--- src/rtl/mem_port_arbiter.sv ---
// mem_port_arbiter: lets the instruction-fetch path and the data cache share
// one memory port. A grant is followed by MEM_LATENCY access cycles, then a
// one-cycle ready pulse. Simultaneous requests are served round-robin.
//
// Handshake: a requester raises req and holds it, along with its address
// and data, until its ready pulse. Ready is high for exactly one cycle, and
// read data is valid in that cycle. Requests are sampled only in IDLE.
module mem_port_arbiter #(
    parameter int MEM_LATENCY = 4,
    parameter int ADDR_W      = 32
) (
    input  logic              clk,
    input  logic              reset,
    input  logic              halted,
    input  logic              if_req,
    input  logic [ADDR_W-1:0] if_addr,
    output logic              if_ready,
    output logic [31:0]       if_rdata,
    input  logic              d_req,
    input  logic              d_we,
    input  logic [ADDR_W-1:0] d_addr,
    input  logic [31:0]       d_wdata,
    output logic              d_ready,
    output logic [31:0]       d_rdata,
    output logic [ADDR_W-1:0] mem_addr,
    output logic [0:3][7:0]   mem_data_in,
    input  logic [0:3][7:0]   mem_data_out,
    output logic              mem_write_en,
    output logic              busy,
    output logic [1:0]        dbg_state
);

    localparam int CW = $clog2(MEM_LATENCY + 1);
    localparam logic [CW-1:0] CNT_INIT = CW'(MEM_LATENCY - 1);

    localparam logic [1:0] S_IDLE   = 2'd0;
    localparam logic [1:0] S_ACCESS = 2'd1;
    localparam logic [1:0] S_RESP   = 2'd2;

    logic [1:0]        state_q, state_d;
    logic [CW-1:0]     cnt_q, cnt_d;
    logic              last_d_q, last_d_d;   // 1 = last grant went to D
    logic              gnt_d_q, gnt_d_d;     // current grantee is D
    logic              is_wr_q, is_wr_d;     // current access is a write
    logic              if_ready_q, if_ready_d;
    logic              d_ready_q, d_ready_d;
    logic              we_q, we_d;
    logic              busy_q, busy_d;
    logic [ADDR_W-1:0] addr_q, addr_d;
    logic [31:0]       wdata_q, wdata_d;
    logic [31:0]       if_rdata_q, if_rdata_d;
    logic [31:0]       d_rdata_q, d_rdata_d;

    logic grant_d_sel;
    logic grant_i_sel;

    // Round-robin choice: on a tie, grant whichever side did not win last.
    always_comb begin
        grant_d_sel = d_req && (!if_req || !last_d_q);
        grant_i_sel = if_req && !grant_d_sel;
    end

    // Next-state logic for the IDLE/ACCESS/RESP sequencer and its outputs.
    always_comb begin
        state_d    = state_q;
        cnt_d      = cnt_q;
        last_d_d   = last_d_q;
        gnt_d_d    = gnt_d_q;
        is_wr_d    = is_wr_q;
        if_ready_d = 1'b0;
        d_ready_d  = 1'b0;
        we_d       = 1'b0;
        busy_d     = busy_q;
        addr_d     = addr_q;
        wdata_d    = wdata_q;
        if_rdata_d = if_rdata_q;
        d_rdata_d  = d_rdata_q;
        case (state_q)
            S_IDLE: begin
                if (!halted && (grant_d_sel || grant_i_sel)) begin
                    state_d  = S_ACCESS;
                    cnt_d    = CNT_INIT;
                    busy_d   = 1'b1;
                    gnt_d_d  = grant_d_sel;
                    last_d_d = grant_d_sel;
                    is_wr_d  = grant_d_sel && d_we;
                    addr_d   = grant_d_sel ? d_addr : if_addr;
                    if (grant_d_sel && d_we) begin
                        wdata_d = d_wdata;
                    end
                    // A single-cycle access strobes in its only ACCESS cycle.
                    we_d = grant_d_sel && d_we && (MEM_LATENCY == 1);
                end
            end
            S_ACCESS: begin
                if (cnt_q == '0) begin
                    state_d = S_RESP;
                    if (gnt_d_q) begin
                        d_ready_d = 1'b1;
                        if (!is_wr_q) begin
                            d_rdata_d = mem_data_out;
                        end
                    end else begin
                        if_ready_d = 1'b1;
                        if_rdata_d = mem_data_out;
                    end
                end else begin
                    cnt_d = cnt_q - CW'(1);
                    // Registered strobe lands in the counter == 0 cycle.
                    we_d  = is_wr_q && (cnt_q == CW'(1));
                end
            end
            S_RESP: begin
                state_d = S_IDLE;
                busy_d  = 1'b0;
            end
            default: begin
                state_d = S_IDLE;
                busy_d  = 1'b0;
            end
        endcase
    end

    // State register with synchronous reset; reset abandons any access.
    always_ff @(posedge clk) begin
        if (reset) begin
            state_q    <= S_IDLE;
            cnt_q      <= '0;
            last_d_q   <= 1'b0;
            gnt_d_q    <= 1'b0;
            is_wr_q    <= 1'b0;
            if_ready_q <= 1'b0;
            d_ready_q  <= 1'b0;
            we_q       <= 1'b0;
            busy_q     <= 1'b0;
            addr_q     <= '0;
            wdata_q    <= '0;
            if_rdata_q <= '0;
            d_rdata_q  <= '0;
        end else begin
            state_q    <= state_d;
            cnt_q      <= cnt_d;
            last_d_q   <= last_d_d;
            gnt_d_q    <= gnt_d_d;
            is_wr_q    <= is_wr_d;
            if_ready_q <= if_ready_d;
            d_ready_q  <= d_ready_d;
            we_q       <= we_d;
            busy_q     <= busy_d;
            addr_q     <= addr_d;
            wdata_q    <= wdata_d;
            if_rdata_q <= if_rdata_d;
            d_rdata_q  <= d_rdata_d;
        end
    end

    assign if_ready     = if_ready_q;
    assign if_rdata     = if_rdata_q;
    assign d_ready      = d_ready_q;
    assign d_rdata      = d_rdata_q;
    assign mem_addr     = addr_q;
    assign mem_data_in  = wdata_q;
    assign mem_write_en = we_q;
    assign busy         = busy_q;
    assign dbg_state    = state_q;

endmodule

--- config.mk ---
export PLATFORM = sky130hd
export DESIGN_NAME = mem_port_arbiter
export DESIGN_NICKNAME = d
export VERILOG_FILES = /design/src/rtl/mem_port_arbiter.sv
export SDC_FILE = /design/constraint.sdc
export NUM_CORES = 1
export LEC_CHECK = 0
export ABC_AREA = 1
export BUFFER_PORTS_ARGS = -buffer_cell sky130_fd_sc_hd__buf_2
export CORE_UTILIZATION = 47
export CTS_CLUSTER_SIZE = 40
export DETAILED_ROUTE_END_ITERATION = 16
export PLACE_DENSITY_LB_ADDON = 0.05
export SYNTH_ARGS = -nofsm -noshare
export SYNTH_HDL_FRONTEND = slang
export SYNTH_SLANG_ARGS = --single-unit
--- constraint.sdc ---
create_clock -name clk -period 1.7 [get_ports clk]
set_input_delay 0.17 -clock clk [delete_from_list [all_inputs] [get_ports clk]]
set_output_delay 0.17 -clock clk [all_outputs]
set_load 0.1 [all_outputs]
# Word-level counts from Yosys, hierarchy flattened
# Index checks and enable logic that the tools add are counted.
[totals]
ff_bits = 139
input_bits = 134
output_inout_bits = 134
word_cells = 56
[classes]
n_addsub = 1
eq_ne = 5
n_reduce_logical = 23
bitwise_logic = 4
muxes = 11
[ops]
columns = ["op", "count"]
rows = [
  ["$mux 32", 1],
  ["$reduce_and 3->1", 3],
  ["$mux 3", 2],
  ["$ne 2x2->1 const B", 3],
  ["$pmux 3 s2", 1],
  ["$reduce_and 2->1", 3],
  ["$reduce_or 3->1", 2],
  ["$logic_and 1x1->1", 5],
  ["$logic_not 1->1", 4],
  ["$mux 2", 2],
  ["$not 1->1", 4],
  ["$pmux 2 s2", 1],
  ["$reduce_and 4->1", 1],
  ["$eq 3x1->1 const B", 1],
  ["$logic_not 3->1", 1],
  ["$mux 1", 3],
  ["$sub 3x1->3 const B", 1],
  ["$eq 2x1->1 const B", 1],
  ["$logic_not 2->1", 1],
  ["$logic_or 1x1->1", 2],
  ["$pmux 1 s2", 1],
  ["$reduce_bool 2->1", 1],
]

# Depth between registers and ports, before layout
# Gate-level depths: netlist of run 1.
[depth]
depth_word = 9
ltp_mapped = 10
depth_no_buf = 9

# Least setup slack after synthesis of run 1
# No wires, ideal clock.
[synth_path]
path_type = "reg2reg"
startpoint = "register state_q[0] (netlist: dbg_state[0])"
endpoint = "register d_rdata_q[10] (netlist: d_rdata[10])"
setup_time_ns = 0.132
t_arrival_ns = 1.900
period_less_slack_ns = 2.033
n_path_buf = 1
stages_incl_launch_ff = 7
setup_slack_ns = -0.333
required_time_ns = 1.568
cell_sequence = "dfxtp_1 -> nand2_1 -> nor2_4 -> nand2_2 -> buf_2 -> nand2_1 -> a21oi_1"
[synth_via]
elab_chain_len = 2
[synth_lines]
columns = ["element", "line_no", "source"]
rows = [
  ["start: declaration", "40", "logic [1:0] state_q, state_d;"],
  ["start signal: assignment", "141", "state_q <= state_d;"],
  ["$eq 2x1->1", "78", "case (state_q)"],
  ["$reduce_and 4->1 (no line)", "n/a", ""],
  ["end signal: assignment", "153", "d_rdata_q <= d_rdata_d;"],
  ["end: declaration", "52", "logic [31:0] d_rdata_q, d_rdata_d;"],
]
# No other way between the ends.
# A chain may end at the register's enable or synchronous reset.

# Worst setup path in the final report of run 1
[layout_path]
startpoint = "register cnt_q[0]"
endpoint = "register if_rdata_q[17] (netlist: if_rdata[17])"
[layout_via]
elab_chain_len = 2
[layout_lines]
columns = ["element", "line_no", "source"]
rows = [
  ["start: declaration", "41", "logic [CW-1:0] cnt_q, cnt_d;"],
  ["start signal: assignment", "142", "cnt_q <= cnt_d;"],
  ["$logic_not 3->1", "96", "if (cnt_q == '0) begin"],
  ["$reduce_and 3->1 (no line)", "n/a", ""],
  ["end signal: assignment", "152", "if_rdata_q <= if_rdata_d;"],
  ["end: declaration", "51", "logic [31:0] if_rdata_q, if_rdata_d;"],
]
# No other way between the ends.

==> results.json, run 1 <==
{
  "grt.total_usage": 0.251,
  "die_height_um": 114,
  "grt_overflow": 0,
  "critPathMostFrequentCell": "sky130_fd_sc_hd__nand2_1",
  "detailed_place.area_um2": 7440,
  "highest-signal-layer": "met4",
  "min-delay-path-class": "input pin to flip-flop",
  "worst-path-buf-inv": 3,
  "avgRoutedWirePerCell_um": 11.7,
  "ratio_of_routed_vias_to_standard_cells": 4.49,
  "drv.max_cap_violation_count": 0,
  "insertion_delay_ns": 0.42,
  "syn-num-nets": 1036,
  "setup_tns_ns": 0,
  "crit_family": "simple AND/OR/NAND/NOR gates",
  "synth-seq-area-share": 0.469,
  "finish.utilization": 0.658,
  "numPortBuffers": 267,
  "cts_hold_buffers": 0,
  "end_kind": "flip-flop",
  "synth_largest_type_area_fraction": 0.469,
  "power.sequential.fraction": 0.372,
  "postSynthRegisterBits": 139,
  "met2_wirelength_mm": 7.41,
  "ioPinCount": 268,
  "path_cells": "inv_1 > ha_1 > inv_1 > nor2_1 > nand2_1 > nor2_4 > buf_4 > nand2_1 > nand2_1 > nor2_1",
  "num-fill-cells": 1200,
  "worst-r2r-cell-count": 10,
  "timing_max_transition_violations_final": 0,
  "worst-path-stages": 10,
  "count_of_yosys_warnings_during_synthesis": 0,
  "total_power_mw": 9.59,
  "clk_transition_reported_paths_ns": 0.06,
  "synth_area_leaders": "sky130_fd_sc_hd__dfxtp_1, sky130_fd_sc_hd__nor2_1, sky130_fd_sc_hd__nand2_1, sky130_fd_sc_hd__inv_1, sky130_fd_sc_hd__nand3_1",
  "drcViolationCount": 0,
  "cts_buffers": 17,
  "floorplan.die_area_um2": 13100,
  "syn-instance-count": 899,
  "hold_depth": 3,
  "synth.lib_cells_used.distinct": 19,
  "wirelength_met1_mm": 6.59,
  "p_per_area_nw_per_um2": 1200,
  "dieWidth_um": 114,
  "drt_iter0_drc": 433,
  "power_internal_mw": 6.06,
  "cp_data_arrival_time_ns": 1.80,
  "cts_num_sinks": 139,
  "clock_tree_root_buffer_cell": "sky130_fd_sc_hd__clkbuf_16",
  "crit_type": "flip-flop to flip-flop",
  "cell_with_the_largest_stage_delay_on_the_worst_path": "sky130_fd_sc_hd__dfxtp_1",
  "number_of_global_route_vias_before_repair": 5584,
  "timing.slew.headroom": 0.644,
  "finish.instance_area_um2": 8000,
  "fmax_mhz": 673,
  "area_delta_synth_final_pct": 34.7,
  "power_leakage_nw": 4.35,
  "grt_setup_unrepaired": "false",
  "fin_crit_sh": 0.874,
  "p_switching_mw": 3.53,
  "finalHoldViolCount": 0,
  "critical_path_peak_fanout": 20,
  "detailedPlacementHpwl_mm": 10.7,
  "avgSynthCellArea_um2": 6.61,
  "clock_path_buffers": 2,
  "netlist.top_cell.by_area": "sky130_fd_sc_hd__dfxtp_1",
  "tightestPinTransition_ns": 0.537,
  "power.ir.vdd_worst_mv": 0.712,
  "initial_antenna_violation_count": 0,
  "layout_commonest_cell": "sky130_fd_sc_hd__buf_2",
  "timing.final.crit_period_ns": 1.49,
  "postRouteAntennaNets": 0,
  "final_count_of_negative_setup_slack_endpoints": 0,
  "nNetsFinal": 1285,
  "power_frac_comb": 0.269,
  "antenna-diode-count": 0,
  "finClkSkew_ns": 0.00564,
  "worst_setup_sp_type": "flip-flop",
  "htreeDepth": 4,
  "via_count": 5968,
  "grt_pass1_wl_mm": 25.8,
  "fin_worst_hold_slack_ns": 0.0317,
  "drt-pass1-iter-count": 4,
  "total_met3_wirelength_after_detailed_routing_mm": 1.30,
  "fp.coreArea_um2": 12200,
  "initial_cell_density_of_the_core": 0.488,
  "mappedNetlistArea_um2": 5940,
  "share_clk_of_total_power": 0.360,
  "sw_share": 0.368,
  "weighted_congestion_reported_at_the_end_of_routability_driven_placement": 0.755,
  "status": "completed",
  "grt_start_max_net_pins": 102,
  "critical_path.max_stage_delay_ns": 0.32,
  "data_required_critical_path_ns": 2.01,
  "floorplan.rows": 40,
  "cts_setup_buffers": 0,
  "tritoncts": "built",
  "drive_above_1_share": 0.280,
  "postRouteWirelength_mm": 15.6,
  "cts_repair_resize_count": 0,
  "most-common-layout-cells": "sky130_fd_sc_hd__buf_2, sky130_fd_sc_hd__nor2_1, sky130_fd_sc_hd__nand2_1"
}
-- registers in the layout, indices dropped and copies added (netlist names) --
name	flops
cnt_q	3
d_rdata	32
is_wr_q	1
mem_data_in	32
d_ready	1
if_rdata	32
gnt_d_q	1
if_ready	1
busy	1
mem_addr	32
dbg_state	2
mem_write_en	1
-- cells by family (layout without fill, tap and decap cells) --
kind of cell             Yosys count  after routing  share of synthesized area
AO/OA/AOI/OAI                     68             68                     0.0573
adder cells (fa/ha/maj)            3              3                    0.00632
buffers and inverters            165            427                      0.116
flip-flops                       139            139                      0.469
AND/OR/NAND/NOR                  524            524                      0.351
-- cell usage after synthesis --
| library cell | instances |
|---|---|
| sky130_fd_sc_hd__buf_2 | 36 |
| sky130_fd_sc_hd__o21ai_0 | 30 |
| sky130_fd_sc_hd__inv_2 | 2 |
| sky130_fd_sc_hd__nor2_1 | 236 |
| sky130_fd_sc_hd__inv_1 | 110 |
| sky130_fd_sc_hd__buf_6 | 2 |
| sky130_fd_sc_hd__o21ai_1 | 3 |
| sky130_fd_sc_hd__nand2_1 | 211 |
| sky130_fd_sc_hd__a21oi_1 | 35 |
| sky130_fd_sc_hd__clkbuf_1 | 9 |
| sky130_fd_sc_hd__nand4_1 | 1 |
| sky130_fd_sc_hd__buf_4 | 3 |
| sky130_fd_sc_hd__buf_1 | 3 |
| sky130_fd_sc_hd__dfxtp_1 | 139 |
| sky130_fd_sc_hd__nor2_2 | 2 |
| sky130_fd_sc_hd__ha_1 | 3 |
| sky130_fd_sc_hd__nand3_1 | 70 |
| sky130_fd_sc_hd__nand2_2 | 1 |
| sky130_fd_sc_hd__nor2_4 | 3 |
-- routing by layer --
layer,track usage,vias to the layer above
met3,0.0953,22
met5,0,-
li1,-,3191
met1,0.291,2562
met2,0.423,193
met4,0.0926,0
-- per-stage QoR --
| stage | std cells | worst slack [ns] |
|---|---|---|
| 2_1_floorplan | 899 | 0.0661 |
| 3_5_place_dp | 1297 | 0.215 |
| 3_3_place_gp | 1297 | 0.258 |
| 4_1_cts | 1329 | 0.203 |
| 6_report | 1329 | 0.215 |
| 5_1_grt | 1329 | 0.0194 |
-- power by group through the flow --
stage	Combinational [mW]	Sequential, mW	Clock, mW
floorplan	0.671	5.01	0
global placement	2.58	3.63	0
detailed placement	2.59	3.63	0
CTS	2.59	3.57	3.51
global route	2.76	3.59	3.66
finish	2.58	3.56	3.45
-- worst min-delay path, delay by kind of cell --
| kind | cells | cell delay (ns) |
|---|---|---|
| simple gates | 1 | 0.07 |
| compound gates | 1 | 0.06 |
| buf+inv | 1 | 0.10 |
-- path summary, 6_finish.rpt --
path / startpoint / endpoint / slack, ns
worst max register to register: cnt_q[0]$_SDFFE_PP0P_ / if_rdata[17]$_SDFFE_PP0P_ / 0.21
worst min-delay path: mem_data_out[10] / d_rdata[10]$_SDFFE_PP0P_ / 0.03
worst min register to register: d_rdata[12]$_SDFFE_PP0P_ / d_rdata[12]$_SDFFE_PP0P_ / 0.46
worst max-delay path: cnt_q[0]$_SDFFE_PP0P_ / if_rdata[17]$_SDFFE_PP0P_ / 0.21
-- cell type report --
cell class / count / area (µm²) / share of cell area
Inverter: 112 / 420 / 0.0526
Sequential cell: 139 / 2790 / 0.348
Timing Repair Buffer: 283 / 1560 / 0.195
Multi-Input combinational cell: 595 / 2470 / 0.309
Tap cell: 168 / 210 / 0.0263
Clock buffer: 21 / 460 / 0.0576
Clock inverter: 11 / 96.3 / 0.0120
(Power assumes the default switching activity.)
==> run 2: changes to the inputs <==
- BUFFER_PORTS_ARGS: -buffer_cell sky130_fd_sc_hd__buf_2 -> -buffer_cell sky130_fd_sc_hd__clkbuf_2
- REMOVE_ABC_BUFFERS: not set -> 1
==> run 2 against run 1 <==
Net effect:
- critical path depth unchanged
- maximum frequency is 2.9% lower
- sequential cell count unchanged
- first-iteration DRC count rose by 32%
- largest cell class unchanged
==> results.json, run 2 (same netlist as run 1, synthesis figures left out) <==
{
  "fp.coreArea_um2": 12200,
  "postRouteWirelength_mm": 15.2,
  "fin_crit_sh": 0.900,
  "ratio_of_routed_vias_to_standard_cells": 4.50,
  "clock_tree_root_buffer_cell": "sky130_fd_sc_hd__clkbuf_16",
  "drt_iter0_drc": 571,
  "worst-path-buf-inv": 3,
  "num-fill-cells": 1205,
  "cts_buffers": 17,
  "avgRoutedWirePerCell_um": 11.4,
  "path_cells": "inv_1 > ha_1 > inv_1 > nor2_1 > nand2_1 > nor2_4 > buf_12 > nand2_1 > nand2_1 > nor2_1",
  "via_count": 5986,
  "met2_wirelength_mm": 7.07,
  "crit_type": "flip-flop to flip-flop",
  "floorplan.die_area_um2": 13100,
  "finClkSkew_ns": 0.00710,
  "placement.setup.worst_slack_ns": 0.195,
  "critPathMostFrequentCell": "sky130_fd_sc_hd__nand2_1",
  "critical_path.max_stage_delay_ns": 0.32,
  "power_leakage_nw": 4.28,
  "weighted_congestion_reported_at_the_end_of_routability_driven_placement": 0.765,
  "cts_hold_buffers": 0,
  "critical_path_peak_fanout": 54,
  "cts_repair_resize_count": 0,
  "clk_transition_reported_paths_ns": 0.06,
  "drive_above_1_share": 0.276,
  "initial_antenna_violation_count": 0,
  "ioPinCount": 268,
  "timing.slew.headroom": 0.614,
  "cts_setup_buffers": 0,
  "end_kind": "flip-flop",
  "grt_overflow": 0,
  "nNetsFinal": 1285,
  "total_met3_wirelength_after_detailed_routing_mm": 1.08,
  "antenna-diode-count": 0,
  "grt.total_usage": 0.239,
  "fmax_mhz": 653,
  "power.ir.vdd_worst_mv": 0.675,
  "final_count_of_negative_setup_slack_endpoints": 0,
  "data_required_critical_path_ns": 2.01,
  "worst_setup_sp_type": "flip-flop",
  "wirelength_met1_mm": 6.77,
  "tightestPinTransition_ns": 0.582,
  "cell_with_the_largest_stage_delay_on_the_worst_path": "sky130_fd_sc_hd__dfxtp_1",
  "htreeDepth": 4,
  "detailed_place.area_um2": 7410,
  "status": "completed",
  "crit_family": "simple AND/OR/NAND/NOR gates",
  "tritoncts": "built",
  "drv.max_cap_violation_count": 0,
  "grt_setup_unrepaired": "false",
  "number_of_global_route_vias_before_repair": 5347,
  "insertion_delay_ns": 0.41,
  "dieWidth_um": 114,
  "initial_cell_density_of_the_core": 0.488,
  "drt-pass1-iter-count": 6,
  "cp_data_arrival_time_ns": 1.84,
  "timing_max_transition_violations_final": 0,
  "grt_start_max_net_pins": 67,
  "layout_commonest_cell": "sky130_fd_sc_hd__clkbuf_2",
  "grt_pass1_wl_mm": 24.6,
  "area_delta_synth_final_pct": 34.1,
  "min-delay-path-class": "input pin to flip-flop",
  "finish.utilization": 0.655,
  "numPortBuffers": 267,
  "clock_path_buffers": 2,
  "finalHoldViolCount": 0,
  "floorplan.rows": 40,
  "fin_ws_ns": 0.169,
  "die_height_um": 114,
  "setup_tns_ns": 0,
  "finish.instance_area_um2": 7960,
  "drcViolationCount": 0,
  "p_per_area_nw_per_um2": 1200,
  "timing.final.crit_period_ns": 1.53,
  "cts_num_sinks": 139,
  "highest-signal-layer": "met4",
  "detailedPlacementHpwl_mm": 10.5,
  "most-common-layout-cells": "sky130_fd_sc_hd__clkbuf_2, sky130_fd_sc_hd__nor2_1, sky130_fd_sc_hd__nand2_1",
  "postRouteAntennaNets": 0
}
==> run 2: cell count changes in the layout (fill, tap and decap cells not counted), sizes merged <==
cell / before / now
clkbuf: 21 / 291
buf: 283 / 16
clkinvlp: 5 / 1
clkinv: 5 / 6
==> run 2: worst paths after layout <==
check	from	to	slack, ns	depth (start not counted)
max	cnt_q[0]$_SDFFE_PP0P_	if_rdata[7]$_SDFFE_PP0P_	0.17	10
min	mem_data_out[0]	d_rdata[0]$_SDFFE_PP0P_	0.03	3
max reg2reg	cnt_q[0]$_SDFFE_PP0P_	if_rdata[7]$_SDFFE_PP0P_	0.17	10
min reg2reg	d_rdata[18]$_SDFFE_PP0P_	d_rdata[18]$_SDFFE_PP0P_	0.46	2
==> run 2: worst min-delay path, delay by kind of cell <==
family / cells / cell delay (ns)
buf+inv: 1 / 0.09
simple gates: 1 / 0.07
compound gates: 1 / 0.06
==> run 2: layout make-up <==
cell class,count,area (µm²),share of cell area
Multi-Input combinational cell,595,2470,0.310
Sequential cell,139,2780,0.350
Clock buffer,24,482,0.0605
Inverter,112,420,0.0528
Clock inverter,8,67.6,0.00849
Timing Repair Buffer,283,1530,0.192
Tap cell,168,210,0.0264
==> run 2: power breakdown <==
group | internal, mW | total [mW] | switching (mW) | leakage, nW
sequential | 3.46 | 3.57 | 0.103 | 1.13
clock | 2.11 | 3.42 | 1.30 | 0.274
combinational | 0.501 | 2.56 | 2.06 | 2.88
==> run 2: metrics by stage <==
| stage | hold slack [ns] | cells | total power [mW] |
|---|---|---|---|
| finish | 0.0256 | 1329 | 9.54 |
| global route | 0.0147 | 1329 | 9.96 |
| CTS | 0.00454 | 1329 | 9.62 |
| detailed placement | 0.446 | 1297 | 6.20 |
| global placement | 0.446 | 1297 | 6.19 |
| floorplan | 0.239 | 846 | 5.62 |
==> run 2: per-layer routing <==
| metal | GRT usage | vias up |
|---|---|---|
| met5 | 0 | - |
| met4 | 0.0996 | 0 |
| met3 | 0.0762 | 22 |
| met2 | 0.396 | 195 |
| met1 | 0.286 | 2575 |
| li1 | - | 3194 |
